[src/rtl/seg_to_hex_capture.sv]
`default_nettype none
// ============================================================================
// Module   : seg_to_hex_capture
// Purpose  : Recovers per-digit hex values from a multiplexed active-low
//            seven-segment bus using a stability-counter debounce.
// Revision : 1.0 - initial release
// ============================================================================
module seg_to_hex_capture #(
  parameter int DIGITS        = 4,
  parameter int STABLE_CYCLES = 8
) (
  input  logic                                          clk,
  input  logic                                          resetN,
  input  logic [6:0]                                    iSEG,
  input  logic [DIGITS-1:0]                             iSEL,
  input  logic                                          iCLR_ERR,
  output logic [4*DIGITS-1:0]                           oDIGITS,
  output logic [DIGITS-1:0]                             oVALID,
  output logic                                          oUPD,
  output logic [((DIGITS > 1) ? $clog2(DIGITS) : 1)-1:0] oUPD_IDX,
  output logic                                          oERR
);

  localparam int c_idx_w = (DIGITS > 1) ? $clog2(DIGITS) : 1;
  localparam int c_cnt_w = $clog2(STABLE_CYCLES + 1);
  localparam logic [c_cnt_w-1:0] c_stable = c_cnt_w'(STABLE_CYCLES);
  localparam logic [c_cnt_w-1:0] c_one    = c_cnt_w'(1);
  localparam logic [c_cnt_w-1:0] c_zero   = '0;

  localparam logic [1:0] c_st_idle     = 2'd0;
  localparam logic [1:0] c_st_count    = 2'd1;
  localparam logic [1:0] c_st_captured = 2'd2;

  // Returns {legal, value}; the segment lines are active-low, bit6=g .. bit0=a
  function automatic logic [4:0] f_decode(input logic [6:0] seg);
    logic [4:0] res;
    case (seg)
      7'b1000000: res = {1'b1, 4'h0};
      7'b1111001: res = {1'b1, 4'h1};
      7'b0100100: res = {1'b1, 4'h2};
      7'b0110000: res = {1'b1, 4'h3};
      7'b0011001: res = {1'b1, 4'h4};
      7'b0010010: res = {1'b1, 4'h5};
      7'b0000010: res = {1'b1, 4'h6};
      7'b1111000: res = {1'b1, 4'h7};
      7'b0000000: res = {1'b1, 4'h8};
      7'b0011000: res = {1'b1, 4'h9};
      7'b0001000: res = {1'b1, 4'hA};
      7'b0000011: res = {1'b1, 4'hB};
      7'b1000110: res = {1'b1, 4'hC};
      7'b0100001: res = {1'b1, 4'hD};
      7'b0000110: res = {1'b1, 4'hE};
      7'b0001110: res = {1'b1, 4'hF};
      default:    res = 5'b0_0000;
    endcase
    return res;
  endfunction

  logic [1:0]          r_state;
  logic [c_cnt_w-1:0]  r_cnt;
  logic [6:0]          r_prev_seg;
  logic [DIGITS-1:0]   r_prev_sel;
  logic                r_upd;
  logic [c_idx_w-1:0]  r_upd_idx;
  logic                r_err;

  logic [1:0]          w_state_nx;
  logic [c_cnt_w-1:0]  w_cnt_nx;
  logic                w_onehot;
  logic                w_same;
  logic                w_capture;
  logic [4:0]          w_dec;
  logic                w_legal;
  logic [3:0]          w_val;
  logic [c_idx_w-1:0]  w_idx;
  logic                w_cur_valid;
  logic [3:0]          w_cur_val;
  logic                w_upd;
  logic                w_wr_illegal;
  logic [4*DIGITS-1:0] w_digits;
  logic [DIGITS-1:0]   w_valid;

  always_comb begin
    w_onehot = $onehot(iSEL);
    w_same   = (iSEG == r_prev_seg) && (iSEL == r_prev_sel);
    w_dec    = f_decode(iSEG);
    w_legal  = w_dec[4];
    w_val    = w_dec[3:0];
  end

  // Selected digit and its currently stored contents
  always_comb begin
    w_idx       = '0;
    w_cur_valid = 1'b0;
    w_cur_val   = 4'h0;
    for (int i = 0; i < DIGITS; i++) begin
      if (iSEL[i]) begin
        w_idx       = c_idx_w'(i);
        w_cur_valid = w_valid[i];
        w_cur_val   = w_digits[4*i +: 4];
      end
    end
  end

  always_comb begin
    w_state_nx = r_state;
    w_cnt_nx   = r_cnt;
    w_capture  = 1'b0;
    case (r_state)
      c_st_idle: begin
        if (w_onehot) begin
          w_state_nx = c_st_count;
          w_cnt_nx   = c_one;
        end else begin
          w_cnt_nx   = c_zero;
        end
      end
      c_st_count: begin
        if (w_same) begin
          w_cnt_nx   = r_cnt + c_one;
        end else if (w_onehot) begin
          w_cnt_nx   = c_one;
        end else begin
          w_state_nx = c_st_idle;
          w_cnt_nx   = c_zero;
        end
      end
      c_st_captured: begin
        if (!w_same) begin
          if (w_onehot) begin
            w_state_nx = c_st_count;
            w_cnt_nx   = c_one;
          end else begin
            w_state_nx = c_st_idle;
            w_cnt_nx   = c_zero;
          end
        end
      end
      default: begin
        w_state_nx = c_st_idle;
        w_cnt_nx   = c_zero;
      end
    endcase
    // The sample that completes the run captures on this same edge
    if ((w_state_nx == c_st_count) && (w_cnt_nx == c_stable)) begin
      w_capture  = 1'b1;
      w_state_nx = c_st_captured;
    end
  end

  always_comb begin
    w_upd        = w_capture && w_legal && (!w_cur_valid || (w_cur_val != w_val));
    w_wr_illegal = w_capture && !w_legal;
  end

  always_ff @(posedge clk or negedge resetN) begin
    if (!resetN) begin
      r_state    <= c_st_idle;
      r_cnt      <= c_zero;
      r_prev_seg <= 7'h00;
      r_prev_sel <= '0;
      r_upd      <= 1'b0;
      r_upd_idx  <= '0;
      r_err      <= 1'b0;
    end else begin
      r_state    <= w_state_nx;
      r_cnt      <= w_cnt_nx;
      r_prev_seg <= iSEG;
      r_prev_sel <= iSEL;
      r_upd      <= w_upd;
      if (w_upd) begin
        r_upd_idx <= w_idx;
      end
      if (w_wr_illegal) begin
        r_err <= 1'b1;
      end else if (iCLR_ERR) begin
        r_err <= 1'b0;
      end
    end
  end

  generate
    for (genvar gi = 0; gi < DIGITS; gi++) begin : g_digit
      logic [3:0] r_val;
      logic       r_vld;

      always_ff @(posedge clk or negedge resetN) begin
        if (!resetN) begin
          r_val <= 4'h0;
          r_vld <= 1'b0;
        end else if (w_capture && iSEL[gi]) begin
          if (w_legal) begin
            r_val <= w_val;
            r_vld <= 1'b1;
          end else begin
            r_vld <= 1'b0;
          end
        end
      end

      assign w_digits[4*gi +: 4] = r_val;
      assign w_valid[gi]         = r_vld;
    end
  endgenerate

  assign oDIGITS  = w_digits;
  assign oVALID   = w_valid;
  assign oUPD     = r_upd;
  assign oUPD_IDX = r_upd_idx;
  assign oERR     = r_err;

endmodule
`default_nettype wire

[config.mk]
export PLATFORM = sky130hd
export DESIGN_NAME = seg_to_hex_capture
export DESIGN_NICKNAME = d
export VERILOG_FILES = /design/src/rtl/seg_to_hex_capture.sv
export SDC_FILE = /design/constraint.sdc
export NUM_CORES = 1
export LEC_CHECK = 0
export BUFFER_PORTS_ARGS = -buffer_cell sky130_fd_sc_hd__buf_2
export CAP_MARGIN = 20
export CORE_MARGIN = 2
export CORE_UTILIZATION = 57
export CTS_CLUSTER_DIAMETER = 40
export DETAILED_ROUTE_END_ITERATION = 7
export GPL_TIMING_DRIVEN = 0
export PLACE_DENSITY = 0.83
export SKIP_CTS_REPAIR_TIMING = 1
export SYNTH_ARGS = -nofsm -noshare
export SYNTH_HDL_FRONTEND = slang
export SYNTH_SLANG_ARGS = --single-unit
[constraint.sdc]
create_clock -name clk -period 3 [get_ports clk]
set_clock_uncertainty 0.2 [all_clocks]
set_input_delay 0.15 -clock clk [delete_from_list [all_inputs] [get_ports clk]]
set_output_delay 0.15 -clock clk [all_outputs]
set_load 0.02 [all_outputs]
==> run_summary.xml <==
<?xml version="1.0" encoding="UTF-8"?>
<metrics>
  <group name="run_status">
    <metric name="outcome" unit="">completed</metric>
  </group>
  <group name="setup_path">
    <metric name="critPathArrivalTime" unit="ns">2.90</metric>
    <metric name="r2r_start" unit="">r_prev_sel[0]</metric>
    <metric name="type_of_destination_of_the_critical_path" unit="">register</metric>
    <metric name="reg2regPathDepth" unit="">8</metric>
    <metric name="worstPathRequired" unit="ns">2.98</metric>
    <metric name="worst_setup_path_start_kind" unit="">primary input</metric>
    <metric name="setup.reg_to_reg.worst_slack" unit="ns">0.25</metric>
    <metric name="timing.rr.end" unit="">g_digit[0].r_val[1]</metric>
    <metric name="criticalPathCategory" unit="">in -&gt; reg</metric>
    <metric name="worstPathMaxFanout" unit="">4</metric>
  </group>
  <group name="clock_network">
    <metric name="cts_num_sinks" unit="">41</metric>
    <metric name="cts_tree" unit="">done</metric>
    <metric name="cts_made_buffers" unit="">5</metric>
    <metric name="max-clock-path-buffers" unit="">2</metric>
    <metric name="clock_input_transition_at_the_sequential_cells_of_the_worst_setup_and_hold_paths" unit="ns">0.07</metric>
    <metric name="cts_root_buf" unit="">sky130_fd_sc_hd__clkbuf_8</metric>
    <metric name="clk_latency" unit="ns">0.29</metric>
    <metric name="htree_num_levels" unit="">2</metric>
  </group>
  <group name="timing">
    <metric name="least_margin_pin_slew" unit="ns">1.04</metric>
    <metric name="fmax" unit="GHz">0.343</metric>
    <metric name="period_share" unit="">0.972</metric>
    <metric name="slew-limit-headroom" unit="">0.301</metric>
    <metric name="hold_viol_final" unit="">0</metric>
    <metric name="final-setup-viol-count" unit="">0</metric>
    <metric name="timing.setup.tns" unit="ns">0</metric>
    <metric name="maxSlewViolCount" unit="">0</metric>
    <metric name="final_period_minus_worst_setup_slack" unit="ns">2.92</metric>
    <metric name="fin_hold_ws" unit="ns">0.0207</metric>
  </group>
  <group name="power_and_ir_drop">
    <metric name="switching_share" unit="">0.278</metric>
    <metric name="switching_power" unit="µW">324</metric>
    <metric name="power.share.clock" unit="">0.310</metric>
    <metric name="power_leakage" unit="nW">1.44</metric>
    <metric name="power_per_cell_area" unit="mW/mm²">391</metric>
    <metric name="power.ir.vdd_worst" unit="µV">293</metric>
    <metric name="internal_power" unit="µW">841</metric>
    <metric name="power.combinational.fraction" unit="">0.192</metric>
    <metric name="sequential_fraction_of_design_power" unit="">0.497</metric>
    <metric name="power.total" unit="mW">1.16</metric>
  </group>
  <group name="floorplan">
    <metric name="pin_count" unit="">38</metric>
    <metric name="chipWidth" unit="µm">69.5</metric>
    <metric name="rows" unit="">23</metric>
    <metric name="die_boundary_height" unit="µm">69.5</metric>
    <metric name="floorplan_die_area" unit="mm²">0.00483</metric>
    <metric name="core" unit="mm²">0.00406</metric>
    <metric name="floorplan.initialDensity" unit="">0.603</metric>
  </group>
  <group name="grt">
    <metric name="gr_usage_total" unit="">0.239</metric>
    <metric name="grt_antenna_before_repair" unit="">0</metric>
    <metric name="grt_start_max_net_pins" unit="">42</metric>
    <metric name="overflow" unit="">0</metric>
    <metric name="grt_pass1_wl" unit="µm">9200</metric>
    <metric name="via_count_of_the_first_global_routing_pass" unit="">1919</metric>
  </group>
  <group name="finish">
    <metric name="highest_count_cells_in_the_layout_ignoring_fill_and_taps" unit="">sky130_fd_sc_hd__buf_2, sky130_fd_sc_hd__dfrtp_1, sky130_fd_sc_hd__inv_1, sky130_fd_sc_hd__dlygate4sd3_1</metric>
    <metric name="synthToLayoutAreaGrowth" unit="%">22.0</metric>
    <metric name="finalNonFillerCells" unit="">346</metric>
    <metric name="nNetsFinal" unit="">314</metric>
    <metric name="antenna_cells_inserted" unit="">0</metric>
    <metric name="layout.cells.most_common" unit="">sky130_fd_sc_hd__buf_2</metric>
    <metric name="final_layout_size_suffix_gt1_frac" unit="">0.284</metric>
  </group>
  <group name="synth">
    <metric name="synth_seq_area_share" unit="">0.420</metric>
    <metric name="synth-edff-count" unit="">0</metric>
    <metric name="synth_flop_cell" unit="">sky130_fd_sc_hd__dfrtp_1</metric>
    <metric name="instance_count_of_the_mapped_netlist" unit="">233</metric>
    <metric name="synth_top_cell_by_area" unit="">sky130_fd_sc_hd__dfrtp_1</metric>
    <metric name="postSynthAreaPerCell" unit="µm²">10.5</metric>
    <metric name="yosys_warnings" unit="">0</metric>
    <metric name="ys_async_sr_fraction" unit="">1.00</metric>
    <metric name="synth.area.top_cells" unit="">sky130_fd_sc_hd__dfrtp_1, sky130_fd_sc_hd__xor2_1, sky130_fd_sc_hd__mux2_1, sky130_fd_sc_hd__a22o_1, sky130_fd_sc_hd__a21oi_1</metric>
    <metric name="yosys.cell_types.count" unit="">55</metric>
    <metric name="synth_top_area_frac" unit="">0.420</metric>
    <metric name="ys_ff_latch" unit="">41</metric>
    <metric name="total_nets_after_synthesis" unit="">251</metric>
    <metric name="syn-cell-area" unit="mm²">0.00244</metric>
  </group>
  <group name="placement">
    <metric name="io_buffer_count" unit="">37</metric>
    <metric name="dp_cells" unit="">320</metric>
    <metric name="place.gp.congestion" unit="">0.907</metric>
    <metric name="dp_hpwl" unit="µm">4030</metric>
  </group>
  <group name="drt">
    <metric name="drt-wirelength-per-cell" unit="µm">17.3</metric>
    <metric name="drt_first_pass_iters" unit="">4</metric>
    <metric name="post_drt_via_cell_ratio" unit="">5.99</metric>
    <metric name="drt_iter0_drc" unit="">91</metric>
    <metric name="routed_wl" unit="µm">5990</metric>
    <metric name="final_antenna_net_count" unit="">0</metric>
    <metric name="number_of_design_rule_violations_left_after_detail_routing" unit="">0</metric>
    <metric name="dr_total_vias" unit="">2073</metric>
  </group>
  <group name="min_path">
    <metric name="worst_hold_path.endpoint" unit="">g_digit[1].r_vld</metric>
    <metric name="holdCritStartpoint" unit="">iSEL[1]</metric>
    <metric name="worst_hold_path_type" unit="">in -&gt; reg</metric>
    <metric name="hold_depth" unit="">3</metric>
  </group>
  <group name="job">
    <metric name="max_cap_viols" unit="">0</metric>
  </group>
</metrics>
==> cells in the mapped netlist (5+ instances only) <==
cell type and n:
sky130_fd_sc_hd__buf_2 9, sky130_fd_sc_hd__nor2b_1 6, sky130_fd_sc_hd__a22o_1 9, sky130_fd_sc_hd__nor3_1 8
sky130_fd_sc_hd__xor2_1 13, sky130_fd_sc_hd__a21oi_1 12, sky130_fd_sc_hd__nor2_1 12, sky130_fd_sc_hd__o21ai_0 6
sky130_fd_sc_hd__inv_1 14, sky130_fd_sc_hd__buf_4 7, sky130_fd_sc_hd__xnor2_1 5, sky130_fd_sc_hd__dfrtp_1 41
sky130_fd_sc_hd__nand3_1 5, sky130_fd_sc_hd__a22oi_1 7, sky130_fd_sc_hd__nand2_1 6, sky130_fd_sc_hd__mux2_1 8
==> layer usage <==
layer,vias up,global-route usage,part of all wire
li1,976,-,-
met1,1034,0.336,0.45
met2,54,0.373,0.48
met3,9,0.0451,0.053
met4,0,0.0784,0.016
met5,-,0,0
==> power by group through the flow <==
stage          combinational, mW  sequential (mW)  clock (mW)
3_5_place_dp               0.190            0.590           0
4_1_cts                    0.191            0.580       0.361
5_1_grt                    0.246            0.581       0.385
6_report                   0.224            0.580       0.362
2_1_floorplan              0.134            0.588           0
3_3_place_gp               0.185            0.590           0
==> cells by family after synthesis <==
group,share of synthesized area
simple gates,0.177
compound gates,0.199
flops,0.420
buf+inv,0.0691
xor+xnor,0.0645
mux,0.0471
fa+ha+maj,0.0235
==> final cells by class <==
class,instances,area [µm²]
sequential,41,1030
buffer,18,113
tap,50,62.6
timing repair buffer,57,377
fill,307,1070
clock buffer,7,86.3
multi-input combinational,159,1270
inverter,14,52.6
==> worst max-delay path by stage <==
stage | start | cells past startpoint | end | slack [ns]
after global routing | iSEL[0] | 15 | g_digit[2].r_vld | -0.004
final | iSEL[0] | 14 | oUPD_IDX[0] | 0.08
after CTS | iSEL[1] | 15 | g_digit[2].r_vld | -0.19
after floorplan | iSEL[1] | 13 | g_digit[0].r_val[0] | 0.08
after global placement | iSEL[1] | 15 | g_digit[2].r_vld | -0.37
after detailed placement | iSEL[1] | 15 | g_digit[0].r_vld | -0.44
==> sequential cells by signal, summed over array words and instances, names as in the netlist <==
register,cells
g_digit.r_val,16
g_digit.r_vld,4
oERR,1
oUPD,1
oUPD_IDX,2
r_cnt,4
r_prev_seg,7
r_prev_sel,4
r_state,2
==> critical path, stage by stage <==
cell and delay (ns):
sky130_fd_sc_hd__buf_2 0.11, sky130_fd_sc_hd__buf_6 0.11, sky130_fd_sc_hd__inv_1 0.05, sky130_fd_sc_hd__fa_1 0.52, sky130_fd_sc_hd__inv_1 0.04, sky130_fd_sc_hd__ha_1 0.17
sky130_fd_sc_hd__ha_1 0.29, sky130_fd_sc_hd__nor2_2 0.13, sky130_fd_sc_hd__and3_4 0.20, sky130_fd_sc_hd__o21a_1 0.15, sky130_fd_sc_hd__nand3_1 0.18, sky130_fd_sc_hd__nor2_2 0.19
sky130_fd_sc_hd__o311a_1 0.30, sky130_fd_sc_hd__mux2_4 0.31
==> stage by stage <==
| step | area (µm²) | util | setup slack (ns) |
|---|---|---|---|
| CTS | 2780 | 0.685 | -0.186 |
| floorplan | 2440 | - | 0.0831 |
| global placement | 2690 | 0.664 | -0.370 |
| finish | 2980 | 0.735 | 0.0843 |
| detailed placement | 2690 | 0.664 | -0.441 |
| global route | 2980 | 0.735 | -0.00425 |
No activity file was read; power rests on OpenSTA's default activity.
